[src/rtl/c5_parallel_fault_engine.sv]
// c5_parallel_fault_engine: bit-parallel single-stuck-at fault sweep over f = (a^b | c) | (d & (a^b)), W patterns per word.
// Ports:
//     i_clk, i_rst_n            rising-edge clock, synchronous active-low reset
//     i_in_valid / o_in_ready   pattern block handshake carrying i_pat_a..d, i_lane_en, i_drop_en
//     i_clr_det                 clears the sticky detection record, honoured only while idle
//     o_out_valid / i_out_ready result handshake carrying o_out_fid, o_out_diff, o_out_det
//     o_done                    one-cycle pulse once the sweep has fully drained
//     o_detected, o_det_count   sticky per-fault detection flags and their popcount
module c5_parallel_fault_engine #(
    parameter int W = 32
) (
    input  logic         i_clk,
    input  logic         i_rst_n,
    input  logic         i_in_valid,
    output logic         o_in_ready,
    input  logic [W-1:0] i_pat_a,
    input  logic [W-1:0] i_pat_b,
    input  logic [W-1:0] i_pat_c,
    input  logic [W-1:0] i_pat_d,
    input  logic [W-1:0] i_lane_en,
    input  logic         i_drop_en,
    input  logic         i_clr_det,
    output logic         o_out_valid,
    input  logic         i_out_ready,
    output logic [3:0]   o_out_fid,
    output logic [W-1:0] o_out_diff,
    output logic         o_out_det,
    output logic         o_done,
    output logic [15:0]  o_detected,
    output logic [4:0]   o_det_count
);
    typedef enum logic [1:0] {IDLE, SWEEP, DRAIN, DONE} state_t;
    state_t       r_state, w_state_nxt;
    logic [W-1:0] r_a, r_b, r_c, r_d, r_lane;
    logic         r_drop;
    logic [3:0]   r_fid;
    logic [15:0]  r_detected, w_detected_nxt;
    logic [4:0]   r_det_count, w_det_count_nxt;
    logic         r_out_valid, r_out_det;
    logic [3:0]   r_out_fid;
    logic [W-1:0] r_out_diff;
    logic         w_room, w_accept, w_adv, w_load, w_hit;
    logic [2:0]   w_site;
    logic [W-1:0] w_force, w_fa, w_fb, w_fc, w_fd, w_w1, w_w2, w_w3, w_f, w_gold, w_diff;
    // Fault id = {site, stuck value}; the forced net replaces only itself, downstream is recomputed.
    assign w_site  = r_fid[3:1];
    assign w_force = {W{r_fid[0]}};
    assign w_fa    = (w_site == 3'd0) ? w_force : r_a;
    assign w_fb    = (w_site == 3'd1) ? w_force : r_b;
    assign w_fc    = (w_site == 3'd2) ? w_force : r_c;
    assign w_fd    = (w_site == 3'd3) ? w_force : r_d;
    assign w_w1    = (w_site == 3'd4) ? w_force : w_fa ^ w_fb;
    assign w_w2    = (w_site == 3'd5) ? w_force : w_w1 | w_fc;
    assign w_w3    = (w_site == 3'd6) ? w_force : w_fd & w_w1;
    assign w_f     = (w_site == 3'd7) ? w_force : w_w2 | w_w3;
    assign w_gold  = ((r_a ^ r_b) | r_c) | (r_d & (r_a ^ r_b));
    assign w_diff  = (w_gold ^ w_f) & r_lane;
    // Room in the output register gates both loads and skips so fid freezes during a stall.
    assign w_room  = !r_out_valid || i_out_ready;
    assign w_hit   = r_drop && r_detected[r_fid];
    assign w_load  = w_adv && !w_hit;
    always_comb begin
        w_state_nxt = r_state;
        w_accept    = 1'b0;
        w_adv       = 1'b0;
        case (r_state)
            IDLE: begin
                w_accept    = i_in_valid;
                w_state_nxt = i_in_valid ? SWEEP : IDLE;
            end
            SWEEP: begin
                w_adv       = w_room;
                w_state_nxt = (w_room && r_fid == 4'd15) ? DRAIN : SWEEP;
            end
            // Hold here until the last emitted result is consumed so done never overlaps out_valid.
            DRAIN:   w_state_nxt = w_room ? DONE : DRAIN;
            default: w_state_nxt = IDLE;
        endcase
    end
    always_comb begin
        w_detected_nxt = r_detected;
        if (r_state == IDLE && i_clr_det)
            w_detected_nxt = '0;
        else if (w_load && |w_diff)
            w_detected_nxt[r_fid] = 1'b1;
        w_det_count_nxt = '0;
        for (int k = 0; k < 16; k++)
            w_det_count_nxt = w_det_count_nxt + 5'(w_detected_nxt[k]);
    end
    always_ff @(posedge i_clk) begin
        if (!i_rst_n)
            r_state <= IDLE;
        else
            r_state <= w_state_nxt;
    end
    always_ff @(posedge i_clk) begin
        if (!i_rst_n) begin
            r_a         <= '0;
            r_b         <= '0;
            r_c         <= '0;
            r_d         <= '0;
            r_lane      <= '0;
            r_drop      <= 1'b0;
            r_fid       <= '0;
            r_out_valid <= 1'b0;
            r_out_fid   <= '0;
            r_out_diff  <= '0;
            r_out_det   <= 1'b0;
            r_detected  <= '0;
            r_det_count <= '0;
        end else begin
            if (w_accept) begin
                r_a    <= i_pat_a;
                r_b    <= i_pat_b;
                r_c    <= i_pat_c;
                r_d    <= i_pat_d;
                r_lane <= i_lane_en;
                r_drop <= i_drop_en;
                r_fid  <= '0;
            end else if (w_adv) begin
                r_fid <= r_fid + 4'd1;
            end
            if (w_load) begin
                r_out_valid <= 1'b1;
                r_out_fid   <= r_fid;
                r_out_diff  <= w_diff;
                r_out_det   <= |w_diff;
            end else if (i_out_ready) begin
                r_out_valid <= 1'b0;
            end
            r_detected  <= w_detected_nxt;
            r_det_count <= w_det_count_nxt;
        end
    end
    assign o_in_ready  = (r_state == IDLE) && i_rst_n;
    assign o_done      = (r_state == DONE);
    assign o_out_valid = r_out_valid;
    assign o_out_fid   = r_out_fid;
    assign o_out_diff  = r_out_diff;
    assign o_out_det   = r_out_det;
    assign o_detected  = r_detected;
    assign o_det_count = r_det_count;
endmodule

[config.mk]
export PLATFORM = sky130hd
export DESIGN_NAME = c5_parallel_fault_engine
export DESIGN_NICKNAME = d
export VERILOG_FILES = /design/src/rtl/c5_parallel_fault_engine.sv
export SDC_FILE = /design/constraint.sdc
export NUM_CORES = 1
export LEC_CHECK = 0
export ABC_AREA = 0
export CORE_MARGIN = 2
export CORE_UTILIZATION = 30
export CTS_CLUSTER_SIZE = 14
export DETAILED_ROUTE_END_ITERATION = 6
export PLACE_DENSITY = 0.62
export SYNTH_ARGS = -nofsm -noshare
export SYNTH_HDL_FRONTEND = slang
export SYNTH_SLANG_ARGS = --single-unit
[constraint.sdc]
create_clock -name i_clk -period 5.45 [get_ports i_clk]
set_input_delay 0.545 -clock i_clk [delete_from_list [all_inputs] [get_ports i_clk]]
set_output_delay 0.545 -clock i_clk [all_outputs]
set_load 0.1 [all_outputs]
After elaboration in Yosys (flattened, before gate mapping)
Index checks and enable logic that the tools add are counted.

Register bits after elaboration: 226. Latch bits: 0. Bits in writable memories: 0. ROM bits: 0. Output and inout port bits: 61. Logic and storage cells: 92. Memories kept: 0.

$add $sub $neg: 16. Multipliers: 0. Div/mod/pow operators: 0. Order comparisons: 2. Equal/unequal tests: 11. Shift operators: 0. Mux-type cells: 22. Bitwise operators: 12. Reduce and logical (&&, ||, !) cells: 15.

Operators by type and width (count): $mux 32 (8); $or 32x32->32 (4); $and 32x32->32 (3); $xor 32x32->32 (3); $add 5x1->5 (11); $mux 16 (2); $reduce_or 32->1 (1); $or 16x16->16 (1); $eq 3x3->1 const B (4); $mux 1 (8); $logic_and 1x1->1 (7); $eq 3x2->1 const B (2); $pmux 2 s3 (1); $add 4x1->5 (1); $lt 4x5->1 const B (1); $add 3x1->4 (1); $add 4x1->4 const B (1); $bmux 1 s4 (1); $demux 1 s4 (1); $eq 2x2->1 const B (2); $eq 4x4->1 const B (1); $ge 4x1->1 const B (1); $add 2x1->3 (1); $eq 3x1->1 const B (1); 10 further kinds (11).

Logic depth before layout (Yosys ltp)
Word-level depth: 29. Gate-level depth with buffers: 27. Mapped depth without buffers: 21.

Least setup slack after synthesis
No wires, ideal clock.

Path type: register to register. From: reg r_fid[1]. To: reg r_det_count[2], in the netlist o_det_count[2]. Library setup time: 0.115 ns. Data arrival time: 5.884 ns. Setup slack: -0.549 ns. Stages on the path, launching flop included: 26. Cells stage by stage: dfxtp_1 -> buf_6 -> buf_6 -> buf_6 -> buf_6 -> clkbuf_1 -> o21ai_0 -> a221oi_1 -> o31ai_1 -> mux2i_1 -> a2111oi_1 -> o2111ai_1 -> nor4_4 -> buf_4 -> o21ai_1 -> and2_1 -> fa_1 -> inv_1 -> fa_1 -> fa_1 -> fa_1 -> inv_1 -> ha_1 -> fa_1 -> xor2_1 -> and2_1.

RTL lines: from (decl) (RTL line 36) `logic [3:0] r_fid;`; from (signal assigned) (RTL line 121) `r_fid <= r_fid + 4'd1;`; $eq 3x1->1 / $logic_not 3->1 (equally long branches) (RTL line 49, 48); $mux 32, on equally long branches (RTL line 49, 48); $xor 32x32->32 (RTL line 52) `assign w_w1 = (w_site == 3'd4) ? w_force : w_fa ^ w_fb;`; $mux 32 (RTL line 52); $or 32x32->32 / $and 32x32->32 (equally long branches) (RTL line 53, 54); $mux 32, on equally long branches (RTL line 53, 54); $or 32x32->32 (RTL line 55) `assign w_f = (w_site == 3'd7) ? w_force : w_w2 | w_w3;`; $mux 32 (RTL line 55); $xor 32x32->32 (RTL line 57) `assign w_diff = (w_gold ^ w_f) & r_lane;`; $and 32x32->32 (RTL line 57); $reduce_or 32->1 (RTL line 84) `else if (w_load && |w_diff)`; $logic_and 1x1->1 (RTL line 84); $mux 16 * (RTL line 84); $mux 16 * (RTL line 82) `if (r_state == IDLE && i_clr_det)`; net w_detected_nxt[7] (RTL line 37) `logic [15:0] r_detected, w_detected_nxt;`; $add 5x1->5 * (9 in a row) (RTL line 88) `w_det_count_nxt = w_det_count_nxt + 5'(w_detected_nxt[k]);`; to (signal assigned) (RTL line 132) `r_det_count <= w_det_count_nxt;`; to (decl) (RTL line 38) `logic [4:0] r_det_count, w_det_count_nxt;`.

The timed path passes the listed nets; every way through them passes the cells marked *. The select of a mux whose other input is x is not followed. A chain may end at the register's enable or synchronous reset.

Final worst setup path
From: reg r_fid[2]. To: reg r_det_count[2], in the netlist o_det_count[2].

RTL lines (RTL line): $eq 3x1->1 / $logic_not 3->1 (equally long branches) (49, 48); $mux 32, on equally long branches (49, 48); $xor 32x32->32 (52); $mux 32 (52); $or 32x32->32 / $and 32x32->32 (equally long branches) (53, 54); $mux 32, on equally long branches (53, 54); $or 32x32->32 (55); $mux 32 (55); $xor 32x32->32 (57); $and 32x32->32 (57); $reduce_or 32->1 (84); $logic_and 1x1->1 (84); $mux 16 * (84); $mux 16 * (82); net w_detected_nxt[9] (37); $add 5x1->5 * (7 in a row) (88).

Marks and branches as above.

==> impl_metrics.prom <==
# TYPE chip_impl_metric gauge
chip_impl_info{name="synth_top_family_by_area",value="compound AO/OA/AOI/OAI gates"} 1
chip_impl_metric{name="worst_slew_margin_rel",unit="%"} 28.47
chip_impl_metric{name="post_synth_inst_count",unit=""} 1651
chip_impl_info{name="worst_setup_path_start_kind",value="flop"} 1
chip_impl_info{name="worst_min_delay_path_class",value="reg -> reg"} 1
chip_impl_metric{name="wirelength",unit="mm"} 51.48
chip_impl_metric{name="synth_fp_nets",unit=""} 1836
chip_impl_metric{name="post-route-min-period",unit="ps"} 6048
chip_impl_metric{name="antenna_violations_before_repair",unit=""} 0
chip_impl_metric{name="layout.area.seq",unit="mm2"} 0.004537
chip_impl_metric{name="synth_compound_area_share",unit="%"} 25.28
chip_impl_metric{name="clkLatencyLatePin",unit="ps"} 550
chip_impl_metric{name="postSynthAreaPerCell",unit="um2"} 7.870
chip_impl_metric{name="power.leakage",unit="nW"} 7.329
chip_impl_metric{name="fill_cells",unit=""} 4263
chip_impl_metric{name="p_seq_share",unit="%"} 38.4
chip_impl_metric{name="rows",unit=""} 76
chip_impl_metric{name="grt_pass1_vias",unit=""} 13377
chip_impl_metric{name="coreArea",unit="mm2"} 0.04289
chip_impl_metric{name="syn-cell-area",unit="mm2"} 0.01299
chip_impl_metric{name="critPathRequiredTime",unit="ps"} 5890
chip_impl_metric{name="synth_seq_cells",unit=""} 226
chip_impl_metric{name="layout.nets",unit=""} 2251
chip_impl_metric{name="comb_pwr_share",unit="%"} 23.3
chip_impl_metric{name="drive_gt1_share",unit="%"} 20.24
chip_impl_metric{name="floorplan.io_pins",unit=""} 227
chip_impl_info{name="synth_flop_cell",value="dfxtp_1"} 1
chip_impl_metric{name="place.detailed.hpwl",unit="mm"} 39.76
chip_impl_metric{name="grt_pass1_wl",unit="mm"} 77.42
chip_impl_metric{name="drt.antenna.violating_nets",unit=""} 0
chip_impl_metric{name="synth_adder_area_share",unit="%"} 2.407
chip_impl_metric{name="drc_errors",unit=""} 0
chip_impl_metric{name="period_share",unit="%"} 111.0
chip_impl_metric{name="internal-power",unit="W"} 0.003339
chip_impl_metric{name="slew_violations",unit=""} 0
chip_impl_metric{name="final-hold-violation-count",unit=""} 0
chip_impl_metric{name="cts.clk_slew.worst_paths",unit="ps"} 60
chip_impl_metric{name="drt_pass1_iterations",unit=""} 5
chip_impl_metric{name="finClkSkew",unit="ps"} 10.64
chip_impl_metric{name="max-vdd-ir-drop",unit="mV"} 0.1566
chip_impl_metric{name="clock_path_buffers",unit=""} 3
chip_impl_info{name="top_area_cells_in_the_synthesized_netlist",value="dfxtp_1 (35%), nand2_1 (12%), a21boi_0 (9.6%)"} 1
chip_impl_metric{name="final_hold_slack",unit="ps"} 466.6
chip_impl_metric{name="multi_input_gate_area_in_the_final_layout",unit="mm2"} 0.008145
chip_impl_metric{name="clock_sink_count",unit=""} 226
chip_impl_info{name="tritoncts",value="built"} 1
chip_impl_metric{name="critPathMaxFanout",unit=""} 6
chip_impl_metric{name="antenna_cells_inserted",unit=""} 0
chip_impl_metric{name="cts_hold_repair_buffers",unit=""} 0
chip_impl_metric{name="ys_seq_area_share",unit="%"} 34.82
chip_impl_metric{name="tightest_slew",unit="ps"} 1070
chip_impl_metric{name="die_height",unit="um"} 212.1
chip_impl_metric{name="power_frac_clock",unit="%"} 38.3
chip_impl_metric{name="vias",unit=""} 13482
chip_impl_metric{name="initial_utilization",unit="%"} 30.30
chip_impl_metric{name="route.detailed.wl_per_inst",unit="um"} 19.28
chip_impl_metric{name="design.die.area",unit="mm2"} 0.04499
chip_impl_metric{name="detailedPlace.worstSlack",unit="ps"} -797.2
chip_impl_info{name="post-synth-top-count-cell",value="nand2_1"} 1
chip_impl_info{name="cp_endpoint_kind",value="flop"} 1
chip_impl_info{name="synth_largest_area_cell",value="dfxtp_1"} 1
chip_impl_metric{name="synthDistinctLibCells",unit=""} 78
chip_impl_info{name="path_class",value="reg -> reg"} 1
chip_impl_metric{name="post_synth_xor_area_fraction",unit="%"} 3.707
chip_impl_metric{name="switching_fraction_of_total_power",unit="%"} 29.36
chip_impl_info{name="cts_root_buffer",value="clkbuf_16"} 1
chip_impl_metric{name="maximum_number_of_pins_on_one_net_before_global_route_repair",unit=""} 109
chip_impl_metric{name="total_switching_power",unit="W"} 0.001388
chip_impl_metric{name="tritoncts_buffers",unit=""} 26
chip_impl_info{name="outcome",value="finished with violations"} 1
chip_impl_metric{name="synthDominantCellAreaShare",unit="%"} 34.82
chip_impl_metric{name="numPortBuffers",unit=""} 226
chip_impl_metric{name="synth-edff-count",unit=""} 0
chip_impl_metric{name="place.gp.congestion",unit=""} 0.9408
chip_impl_metric{name="aggregate_global_route_resource_usage",unit="%"} 22.47
chip_impl_metric{name="synth-simple-area-share",unit="%"} 22.33
chip_impl_metric{name="muxShareOfSynthArea",unit="%"} 5.826
chip_impl_metric{name="p_per_area",unit="mW/mm2"} 247.6
chip_impl_metric{name="detail_route.vias_per_cell",unit=""} 5.049
chip_impl_metric{name="async_flop_share",unit="%"} 0
chip_impl_metric{name="crit_arrival",unit="ps"} 6490
chip_impl_metric{name="ctsHtreeMaxLevel",unit=""} 1
chip_impl_metric{name="post-route-worst-setup-slack",unit="ps"} -597.7
chip_impl_metric{name="fin_tns_setup",unit="ps"} -2305
chip_impl_metric{name="max_clock_freq",unit="MHz"} 165.4
chip_impl_info{name="setup_repair_after_global_routing_missed_its_margin",value="true"} 1
chip_impl_info{name="failing_checks",value="negative setup slack"} 1
chip_impl_metric{name="area_delta_synth_final",unit="%"} 46.91
chip_impl_metric{name="grt_overflow",unit=""} 0
chip_impl_metric{name="yosys_warnings",unit=""} 0
chip_impl_metric{name="finalSetupViolations",unit=""} 5
chip_impl_metric{name="dieWidth",unit="um"} 212.1
chip_impl_info{name="synth_common_cells",value="nand2_1 (402), dfxtp_1 (226), a21boi_0 (167)"} 1
chip_impl_metric{name="cap_viol_max_count",unit=""} 0
chip_impl_metric{name="initialDrtViolationCount",unit=""} 995
==> path summary, 6_finish.rpt <==
check              endpoint  depth (start not counted)       start  slack [ps]
max          o_det_count[2]                         23    r_fid[2]        -600
min              r_lane[28]                          2  r_lane[28]         470
max reg2reg  o_det_count[2]                         23    r_fid[2]        -600
min reg2reg      r_lane[28]                          2  r_lane[28]         470
==> power groups by stage <==
| stage | sequential [W] | clock [W] | combinational (W) |
|---|---|---|---|
| 2_1_floorplan | 0.00189 | 0 | 0.000470 |
| 3_3_place_gp | 0.00185 | 0 | 0.00103 |
| 3_5_place_dp | 0.00185 | 0 | 0.00104 |
| 4_1_cts | 0.00181 | 0.00186 | 0.00108 |
| 5_1_grt | 0.00182 | 0.00191 | 0.00118 |
| 6_report | 0.00181 | 0.00181 | 0.00110 |
==> placed cells by master, fill, tap and decap left out, types with 5 or more instances in the layout <==
cell type	count
fa_1	7
a31oi_1	20
nor3_2	5
xnor2_1	17
nor3b_1	5
a21o_1	6
nand2_1	400
buf_4	262
nand3_1	19
o21ai_0	44
mux2i_1	57
nand2b_1	9
dfxtp_1	222
a221oi_1	15
o21a_1	20
ha_1	8
o31ai_1	7
o21ai_1	16
nor2b_1	55
clkdlybuf4s50_1	225
o221ai_1	10
nor2_1	84
a21oi_1	67
a21boi_0	167
o22ai_1	8
mux4_2	5
inv_1	25
o32ai_1	24
clkbuf_1	5
clkbuf_16	28
buf_6	13
or3_1	5
buf_12	15
xor2_1	35
inv_2	6
and2_1	18
nor3_1	12
==> per-layer routing <==
| metal | vias up | part of all wire, % | routed length (um) | global-route usage (%) |
|---|---|---|---|---|
| met3 | 82 | 4.0 | 2083 | 2.024 |
| met5 | - | 0 | 0 | 0 |
| met4 | 0 | 3.2 | 1668 | 7.844 |
| met2 | 336 | 50 | 25940 | 40.92 |
| li1 | 6553 | - | - | - |
| met1 | 6511 | 42 | 21790 | 27.57 |
==> cell families (layout without fill, tap and decap cells) <==
| logic type | after synthesis | count (layout) |
|---|---|---|
| AOI/OAI and AO/OA | 469 | 469 |
| xor gates and xnor gates | 55 | 55 |
| adders and majority gates | 19 | 19 |
| buffers and inverters | 160 | 594 |
| DFF | 226 | 226 |
| muxes | 69 | 69 |
| and+or+nand+nor | 653 | 653 |
==> critical path, stage by stage (launching register included) <==
cell      delay [ps]
dfxtp_4          400
buf_4            170
nor2b_4          180
nor2_4            90
buf_4            160
a221oi_4         310
o31ai_4          120
mux2i_2          200
or2_0            240
a2111o_1         390
nor4_4           340
buf_4            200
o21a_1           140
a21oi_1           70
fa_1             540
inv_2             50
fa_2             540
fa_2             440
fa_1             490
inv_1             60
ha_4             160
fa_2             350
xor2_1           140
and2_1           150
==> registers in the layout (all words and copies together), names as in the netlist <==
| name | cells |
|---|---|
| o_out_diff | 32 |
| r_a | 32 |
| r_b | 32 |
| r_c | 32 |
| r_d | 32 |
| r_lane | 32 |
| o_detected | 16 |
| o_det_count | 5 |
| o_out_fid | 4 |
| r_fid | 4 |
| r_state | 2 |
| o_out_det | 1 |
| o_out_valid | 1 |
| r_drop | 1 |
==> timing repair <==
item                                    4_1_cts  5_1_grt
gates resized for setup                      71       35
hold endpoints to repair                      0        0
pin swaps                                    17       17
gates cloned                                  1        0
setup buffers                                10        9
endpoints found under the setup margin        5        5
==> cell type report <==
type | instances | area share, %
well taps | 585 | 3.834
flip-flops and latches | 226 | 23.77
multi-input cells | 1265 | 42.67
inverters | 32 | 0.6292
clock inverters | 10 | 0.6030
repair buffers | 515 | 24.44
clock buffers | 37 | 4.057
==> per-stage QoR <==
step	instance area, um2	std cells	power, W	util, %
3_3_place_gp	17610	2603	0.002874	41.07
2_1_floorplan	13050	1651	0.002356	-
4_1_cts	18880	2661	0.004751	44.03
3_5_place_dp	17610	2603	0.002885	41.07
5_1_grt	19090	2670	0.004916	44.51
6_report	19090	2670	0.004727	44.51
(Power assumes the default switching activity.)
